**src/rtl/hilo_mdu.sv**
```systemverilog
// Iterative multiply/divide unit owning the HI/LO registers (shift-add multiply, restoring divide).
// Optional macro MDU_EARLY_OUT_EN ends a multiply as soon as the remaining multiplier bits are zero.
module hilo_mdu #(
  parameter int WIDTH = 32
) (
  input  logic             clk,
  input  logic             rst_n,
  input  logic             StartE,
  input  logic [1:0]       MDOpE,
  input  logic [WIDTH-1:0] SrcAE,
  input  logic [WIDTH-1:0] SrcBE,
  input  logic             HiWeE,
  input  logic             LoWeE,
  input  logic [WIDTH-1:0] WDataE,
  output logic             BusyE,
  output logic             DoneE,
  output logic [WIDTH-1:0] HiE,
  output logic [WIDTH-1:0] LoE
);

  localparam int CW = $clog2(WIDTH + 1);

  typedef enum logic [1:0] {IDLE, MUL, DIV, FIX} state_t;

  state_t             r_state, w_next;
  logic [CW-1:0]      r_cnt;
  logic [2*WIDTH-1:0] r_prod, r_mcand;
  logic [WIDTH-1:0]   r_mpl, r_rem, r_quo, r_dvsr, r_rawA, r_hi, r_lo;
  logic               r_negRes, r_negRem, r_isDiv, r_dz, r_done;

  logic               w_signed, w_aNeg, w_bNeg, w_lastIter;
  logic [WIDTH-1:0]   w_magA, w_magB, w_mplNext, w_quoFix, w_remFix, w_hiFix, w_loFix;
  logic [WIDTH:0]     w_remSh, w_diff;
  logic [2*WIDTH-1:0] w_prodFix;

  // Operands are captured as magnitudes; the signs are reapplied once in FIX.
  assign w_signed   = ~MDOpE[0];
  assign w_aNeg     = w_signed & SrcAE[WIDTH-1];
  assign w_bNeg     = w_signed & SrcBE[WIDTH-1];
  assign w_magA     = w_aNeg ? -SrcAE : SrcAE;
  assign w_magB     = w_bNeg ? -SrcBE : SrcBE;
  assign w_mplNext  = r_mpl >> 1;
  assign w_lastIter = (r_cnt == CW'(WIDTH - 1));
  assign w_remSh    = {r_rem, r_quo[WIDTH-1]};
  assign w_diff     = w_remSh - {1'b0, r_dvsr};
  assign w_prodFix  = r_negRes ? -r_prod : r_prod;
  assign w_quoFix   = r_negRes ? -r_quo : r_quo;
  assign w_remFix   = r_negRem ? -r_rem : r_rem;
  assign w_hiFix    = r_dz ? r_rawA : (r_isDiv ? w_remFix : w_prodFix[2*WIDTH-1:WIDTH]);
  assign w_loFix    = r_dz ? '1 : (r_isDiv ? w_quoFix : w_prodFix[WIDTH-1:0]);

  always_ff @(posedge clk or negedge rst_n) begin
    if (!rst_n) r_state <= IDLE;
    else        r_state <= w_next;
  end

  always_comb begin
    w_next = r_state;
    unique case (r_state)
      IDLE: if (StartE) w_next = MDOpE[1] ? ((SrcBE == '0) ? FIX : DIV) : MUL;
`ifdef MDU_EARLY_OUT_EN
      MUL:  if (w_lastIter || (w_mplNext == '0)) w_next = FIX;
`else
      MUL:  if (w_lastIter) w_next = FIX;
`endif
      DIV:  if (w_lastIter) w_next = FIX;
      FIX:  w_next = IDLE;
      default: w_next = IDLE;
    endcase
  end

  always_comb begin
    BusyE = (r_state != IDLE);
    DoneE = r_done;
    HiE   = r_hi;
    LoE   = r_lo;
  end

  always_ff @(posedge clk or negedge rst_n) begin
    if (!rst_n) begin
      r_cnt    <= '0;
      r_prod   <= '0;
      r_mcand  <= '0;
      r_mpl    <= '0;
      r_rem    <= '0;
      r_quo    <= '0;
      r_dvsr   <= '0;
      r_rawA   <= '0;
      r_hi     <= '0;
      r_lo     <= '0;
      r_negRes <= 1'b0;
      r_negRem <= 1'b0;
      r_isDiv  <= 1'b0;
      r_dz     <= 1'b0;
      r_done   <= 1'b0;
    end else begin
      r_done <= (r_state == FIX);
      unique case (r_state)
        IDLE: begin
          if (StartE) begin
            r_cnt    <= '0;
            r_prod   <= '0;
            r_mcand  <= {{WIDTH{1'b0}}, w_magA};
            r_mpl    <= w_magB;
            r_rem    <= '0;
            r_quo    <= w_magA;
            r_dvsr   <= w_magB;
            r_rawA   <= SrcAE;
            r_negRes <= w_aNeg ^ w_bNeg;
            r_negRem <= w_aNeg;
            r_isDiv  <= MDOpE[1];
            r_dz     <= MDOpE[1] && (SrcBE == '0);
          end else begin
            if (HiWeE) r_hi <= WDataE;
            if (LoWeE) r_lo <= WDataE;
          end
        end
        MUL: begin
          r_cnt   <= r_cnt + 1'b1;
          r_prod  <= r_mpl[0] ? (r_prod + r_mcand) : r_prod;
          r_mcand <= r_mcand << 1;
          r_mpl   <= w_mplNext;
        end
        DIV: begin
          r_cnt <= r_cnt + 1'b1;
          // A clear borrow bit means the divisor fits: keep the difference and emit a 1.
          if (!w_diff[WIDTH]) begin
            r_rem <= w_diff[WIDTH-1:0];
            r_quo <= {r_quo[WIDTH-2:0], 1'b1};
          end else begin
            r_rem <= w_remSh[WIDTH-1:0];
            r_quo <= {r_quo[WIDTH-2:0], 1'b0};
          end
        end
        FIX: begin
          r_hi <= w_hiFix;
          r_lo <= w_loFix;
        end
        default: ;
      endcase
    end
  end

endmodule
```
**config.mk**
```make
export PLATFORM = sky130hd
export DESIGN_NAME = hilo_mdu
export DESIGN_NICKNAME = d
export VERILOG_FILES = /design/src/rtl/hilo_mdu.sv
export SDC_FILE = /design/constraint.sdc
export NUM_CORES = 1
export LEC_CHECK = 0
export CAP_MARGIN = 20
export CORE_MARGIN = 3
export CORE_UTILIZATION = 61
export CTS_CLUSTER_SIZE = 10
export DETAILED_ROUTE_END_ITERATION = 10
export GPL_ROUTABILITY_DRIVEN = 0
export PLACE_DENSITY = 0.82
export SLEW_MARGIN = 20
export SYNTH_ARGS = -nofsm -noshare
export SYNTH_HDL_FRONTEND = slang
export SYNTH_SLANG_ARGS = --single-unit
```
**constraint.sdc**
```tcl
create_clock -name clk -period 4.45 [get_ports clk]
set_input_delay 0.445 -clock clk [delete_from_list [all_inputs] [get_ports clk]]
set_output_delay 0.445 -clock clk [all_outputs]
set_load 0.1 [all_outputs]
```
==> impl_metrics.toml, run 1 <==
[status]
outcome = "finished, final reports clean"

[clocking]
cts_root_buffer = "clkbuf_16"
cts.sinks = 365
cts.repair.resized = 0
cts-htree-levels = 2
clk_pin_slew_ps = 60
cts_tree = "done"
cts_buffers = 43
clk_latency_ps = 590
clk_path_buf_depth = 3

[worst_setup_path]
rrSetupSlack_ps = 300
start_kind = "register"
critical_path_class = "reg -> reg"
crit_path_end_kind = "register"
worstPathMaxFanout = 14
critical_path_arrival_ps = 4650
crit_required_ps = 4950

[detailed_routing]
dr_wl_met2_mm = 35.4
routedWlPerCell_microns = 22.2
drc_errors = 0
met1_length_mm = 32.4
drt-total-wl_mm = 81.5
routed_via_density = 6.72
via_count = 24600
drt-initial-drc-count = 3389
routed.top_layer = "met5"
ant_nets = 0
firstDrtPassIters = 8
route.met3.wl_mm = 9.86

[timing]
maxSlewHeadroom_pct = 30.5
setup_viol = 0
final-max-slew-violation-count = 0
fin_crit_sh_pct = 93.3
period_needed_ps = 4150
setup_tns_ps = 0
setup_ws_ps = 299
grt_setup_unrepaired = "no"
fin_skew_ps = 28.7
holdWs_ps = 414
worst_slew_pin_slew_ps = 1040
finalHoldViolations = 0
timing.fmax_ghz = 0.241

[place]
dp.cells = 3605
dp_hpwl_mm = 61.1
pre_cts_ws_ps = 442
port_buffers = 168

[yosys]
ys.flop_type = "dfrtp_1"
synth_seq_area_share_pct = 36.3
synth_cells = 3045
yosys_register_bits = 365
async_flop_share_pct = 100
avgSynthCellArea_sq_um = 8.26
ys_warn_count = 0
syn_nets = 3255
ys_types = 80
synth-edff-count = 0
netlist_area_sq_um = 25100

[final_layout]
drive_gt1_share_pct = 4.40
num-nets-final = 3336
finalNonFillerCells = 3665
areaGrowthSynthToFinish_pct = 13.2

[floorplanning]
dieArea_sq_um = 43700
start_util_pct = 62.6
rows = 73
die_w_microns = 209
dieHeight_microns = 209
core_sq_um = 40200
io_pins = 169

[grt]
overflow = 0
antenna_found_initial = 3
grt_use_total_pct = 36.5
grt_pass1_vias = 23200
grt_max_degree = 108
grt_pass1_wl_mm = 129

[power_and_ir_drop]
ir_drop_mv = 0.809
swShare_pct = 53.7
leakage_nw = 12.8
seq_power_share_pct = 24.2
net-switching-power_mw = 13.6
finalPower_mw = 25.3
p_int_mw = 11.7
p_clk_share_pct = 12.5
p_per_area_nw_per_um2 = 888
combPwrFrac_pct = 63.4

[run]
max_cap_violations = 0

[hold_path]
min_path_type = "in -> async"
-- worst max-delay path, cell delays in order (launching register included) --
cell	delay, ps
dfrtp_1	320
inv_1	80
ha_1	240
fa_1	400
nand2b_1	190
a21boi_0	270
o21ai_0	200
a2111o_1	470
o21ai_0	230
a221o_1	260
nand3_1	90
a211o_1	390
xor2_2	430
buf_4	290
nand3_1	110
nand3_1	100
-- synthesized netlist by cell type (7+ instances only) --
cell type  number  area (sq um)
buf_1          24          90.1
o31ai_1        45           338
a21o_1         60           450
a31oi_1        17           106
or2_2           9          56.3
inv_1          84           315
or3_1          49           307
mux2i_1       103          1030
nand3_1        98           490
a21boi_0        7          52.6
o41ai_1        16           140
a21oi_1       252          1260
nor2b_1        15          93.8
nand2b_1       33           206
and3_1         23           144
o211ai_1        9          67.6
xor2_1        126          1100
o21bai_1        9          67.6
or4_1          23           173
o21a_1         19           143
o31a_1          7          61.3
nand2_1       442          1660
o21ai_0       321          1610
nand4_1        26           163
nor2_1        194           728
and2_1         14          87.6
o22ai_1        37           231
clkbuf_1      150           563
ha_1          105          1310
xnor2_1       133          1160
a22o_1         36           315
a211oi_1       10          75.1
nor4_1         21           131
nor3_1         63           315
dfrtp_1       365          9130
-- area by class of cell --
type / count / area (sq um)
Multi-Input combinational cell: 2418 / 15100
Tap cell: 525 / 657
Antenna cell: 1 / 2.50
Timing Repair Buffer: 212 / 2060
Clock buffer: 54 / 1140
Clock inverter: 4 / 31.3
Inverter: 86 / 324
Sequential cell: 365 / 9140
Fill cell: 3130 / 11700
-- repair_timing --
item / CTS / global route
endpoints found under the hold margin: 78 / 0
setup buffers: 0 / 0
hold buffers: 1 / 0
endpoints found under the setup margin: 0 / 0
-- kinds of logic (layout without fill, tap and decap cells) --
| kind of cell | count (synthesis) | after routing | share of synthesized area (%) |
|---|---|---|---|
| mux | 104 | 104 | 4.19 |
| compound gates | 918 | 918 | 22.2 |
| fa+ha+maj | 107 | 107 | 5.38 |
| buf+inv | 262 | 356 | 3.92 |
| other cells | 0 | 1 | 0 |
| xor+xnor | 259 | 259 | 9.02 |
| simple gates | 1030 | 1030 | 18.9 |
| flops | 365 | 365 | 36.3 |
-- power groups by stage --
stage / sequential [mW] / combinational (mW) / clock [mW]
floorplan: 7.55 / 9.64 / 0
global placement: 6.01 / 15.0 / 0
CTS: 6.04 / 15.6 / 3.16
global route: 6.26 / 17.2 / 3.30
finish: 6.12 / 16.0 / 3.15
detailed placement: 6.09 / 15.5 / 0
-- stage by stage --
stage | utilization [%] | area (sq um)
after floorplan | - | 25100
after global placement | 67.9 | 27300
after detailed placement | 67.9 | 27300
after CTS | 70.8 | 28500
after global routing | 70.8 | 28500
final | 70.8 | 28500
-- cell usage in the layout (no fill, tap or decap), types with 43 or more instances in the layout --
master,synthesis,final
nor2_1,194,193
inv_1,84,83
xnor2_1,133,132
ha_1,105,103
mux2i_1,103,103
clkbuf_16,0,43
dfrtp_1,365,363
a21oi_1,252,248
a21o_1,60,60
clkdlybuf4s50_1,0,167
o21ai_0,321,321
nand2_1,442,441
xor2_1,126,125
o31ai_1,45,45
nor3_1,63,63
nand3_1,98,98
or3_1,49,49
-- flip-flops by register name, summed over array words and instances (netlist names), 32 cells and up --
| register | count |
|---|---|
| HiE | 32 |
| LoE | 32 |
| r_dvsr | 32 |
| r_mcand | 64 |
| r_mpl | 32 |
| r_prod | 64 |
| r_quo | 32 |
| r_rawA | 32 |
| r_rem | 32 |
-- per-layer routing --
metal | global-route usage [%] | up-vias
met5 | 0 | -
met4 | 13.6 | 2
met3 | 8.14 | 298
met2 | 55.1 | 1589
met1 | 51.6 | 11700
li1 | - | 11000
-- path summary, 6_finish.rpt --
kind	from	to	cells past startpoint
setup / recovery	r_quo[31]	r_rem[10]	15
hold / removal	rst_n	LoE[12]	2
min in group clk	r_rawA[2]	r_rawA[2]	2
max in group asynchronous	rst_n	r_prod[51]	3
setup reg to reg	r_quo[31]	r_rem[10]	15
hold reg to reg	r_rawA[2]	r_rawA[2]	2
(Power assumes the default switching activity.)
==> inputs of run 2 (changes only) <==
--- a/config.mk
+++ b/config.mk
@@ -5,13 +5,13 @@
 export SDC_FILE = /design/constraint.sdc
 export NUM_CORES = 1
 export LEC_CHECK = 0
+export ABC_CLOCK_PERIOD_IN_PS = 4450
 export CAP_MARGIN = 20
 export CORE_MARGIN = 3
-export CORE_UTILIZATION = 61
-export CTS_CLUSTER_SIZE = 10
+export CORE_UTILIZATION = 41
+export CTS_CLUSTER_SIZE = 40
 export DETAILED_ROUTE_END_ITERATION = 10
 export GPL_ROUTABILITY_DRIVEN = 0
-export PLACE_DENSITY = 0.82
 export SLEW_MARGIN = 20
 export SYNTH_ARGS = -nofsm -noshare
 export SYNTH_HDL_FRONTEND = slang
==> run 2 against run 1 <==
  * Sequential share of layout area down 0.78 points
  * Critical endpoint is now r_rem[3]
  * First-iteration DRC count is 26% lower
  * Largest cell class unchanged
  * Register-to-register slack lost 60 ps
  * Worst setup slack worse by 65 ps
  * Combinational power about the same
  * Die area up 47%
==> impl_metrics.toml, run 2 (same netlist as run 1, synthesis figures left out) <==
[clocking]
clk_latency_ps = 580
clk_path_buf_depth = 3
cts-htree-levels = 2
cts_root_buffer = "clkbuf_16"
cts.repair.resized = 0
cts_tree = "done"
cts_buffers = 44
clk_pin_slew_ps = 60
cts.sinks = 365

[grt]
grt_pass1_wl_mm = 132
grt_use_total_pct = 26.1
grt_pass1_vias = 21900
antenna_found_initial = 0
grt_max_degree = 126
overflow = 0

[timing]
final-max-slew-violation-count = 0
fin_crit_sh_pct = 94.7
timing.fmax_ghz = 0.237
worst_slew_pin_slew_ps = 1030
period_needed_ps = 4220
setup_tns_ps = 0
finalHoldViolations = 0
fin_skew_ps = 23.7
grt_setup_unrepaired = "no"
setup_viol = 0
maxSlewHeadroom_pct = 31.4

[worst_setup_path]
ff2ff_path_depth = 15
critical_path_class = "reg -> reg"
crit_family = "compound AO/OA/AOI/OAI gates"
crit_required_ps = 4940
rrSetupSlack_ps = 230
crit_slowest_cell = "or4_1"
start_kind = "register"
crit_buf_inv = 2
max_stage_delay_ps = 510
r2r_end = "r_rem[3]"
critical_path_arrival_ps = 4710
crit_path_end_kind = "register"
path_cells = "inv_1 -> ha_1 -> fa_1 -> nand2b_1 -> a21boi_0 -> o21ai_0 -> a2111o_1 -> o21ai_0 -> a221o_1 -> nand3_1 -> a211o_1 -> xor2_2 -> buf_12 -> or4_1 -> nand3_1"
worstPathMaxFanout = 30
timing.rr.start = "r_quo[31]"

[floorplanning]
die_w_microns = 254
core_sq_um = 60500
io_pins = 169
dieHeight_microns = 254
rows = 90
start_util_pct = 41.6
dieArea_sq_um = 64300

[final_layout]
areaGrowthSynthToFinish_pct = 16.0
biggestRegsByFlops = "r_mcand: 64 flops, r_prod: 64 flops"
n_fill_cell = 5744
diodes = 0
final_common_cell = "nand2_1"
drive_gt1_share_pct = 5.12
num-nets-final = 3347
layout_common_cells = "nand2_1 (441), dfrtp_1 (363), o21ai_0 (321)"

[detailed_routing]
routed_via_density = 6.02
drc_errors = 0
drt-initial-drc-count = 2508
ant_nets = 0
via_count = 23800
drt-total-wl_mm = 85.7
firstDrtPassIters = 7
routedWlPerCell_microns = 21.7

[run]
max_cap_violations = 0

[power_and_ir_drop]
finalPower_mw = 25.7
p_per_area_nw_per_um2 = 879
leakage_nw = 13.0
ir_drop_mv = 0.588

[status]
outcome = "finished, final reports clean"

[hold_path]
min_path_type = "in -> async"

[place]
port_buffers = 168
dp_hpwl_mm = 64.6
[run 2: stage by stage]
stage	hold slack [ps]	cell area, sq um	setup slack, ps	std cells	utilization, %
CTS	35.9	29100	256	3946	48.2
global route	492	29200	34.6	3948	48.2
detailed placement	463	27700	268	3871	45.8
finish	452	29200	234	3948	48.2
floorplan	149	25100	829	3045	-
global placement	459	27700	352	3871	45.8
[run 2: where the power goes]
group	internal [mW]	switching (mW)
registers	4.63	1.49
logic	5.39	10.5
clock network	2.19	1.47
total	12.2	13.4
[run 2: worst max-delay path by stage]
| stage | slack, ps | cells after the start | endpoint | startpoint |
|---|---|---|---|---|
| floorplan | 830 | 16 | r_rem[10] | r_quo[31] |
| global placement | 350 | 15 | r_rem[3] | r_quo[31] |
| detailed placement | 270 | 15 | r_rem[3] | r_quo[31] |
| CTS | 260 | 15 | r_rem[3] | r_quo[31] |
| global route | 30 | 15 | r_rem[3] | r_quo[31] |
| finish | 230 | 15 | r_rem[3] | r_quo[31] |
[run 2: what timing repair did]
action	CTS	global route
endpoints found under the setup margin	0	0
hold endpoints to repair	0	58
hold buffers	0	1
buffers inserted	0	0
[run 2: metal layers]
| metal | GRT usage (%) | vias up | wire [microns] |
|---|---|---|---|
| li1 | - | 11100 | - |
| met3 | 3.99 | 141 | 7310 |
| met1 | 39.2 | 11600 | 39600 |
| met5 | 0 | - | 0 |
| met2 | 38.8 | 968 | 36200 |
| met4 | 7.44 | 0 | 2610 |
[run 2: worst register-to-register path, stage by stage, from the launching register on]
cell and delay (ps):
dfrtp_1 320, inv_1 80, ha_1 240, fa_1 400, nand2b_1 180, a21boi_0 260, o21ai_0 190, a2111o_1 450
o21ai_0 300, a221o_1 280, nand3_1 90, a211o_1 380, xor2_2 200, buf_12 190, or4_1 530, nand3_1 90
[run 2: area by class of cell]
cell class	instances	area [sq um]	area share, %
Clock buffer	64	1270	4.35
Clock inverter	11	158	0.540
Inverter	86	325	1.12
Multi-Input combinational cell	2418	15100	51.8
Sequential cell	365	9140	31.3
Tap cell	782	978	3.35
Timing Repair Buffer	222	2190	7.51
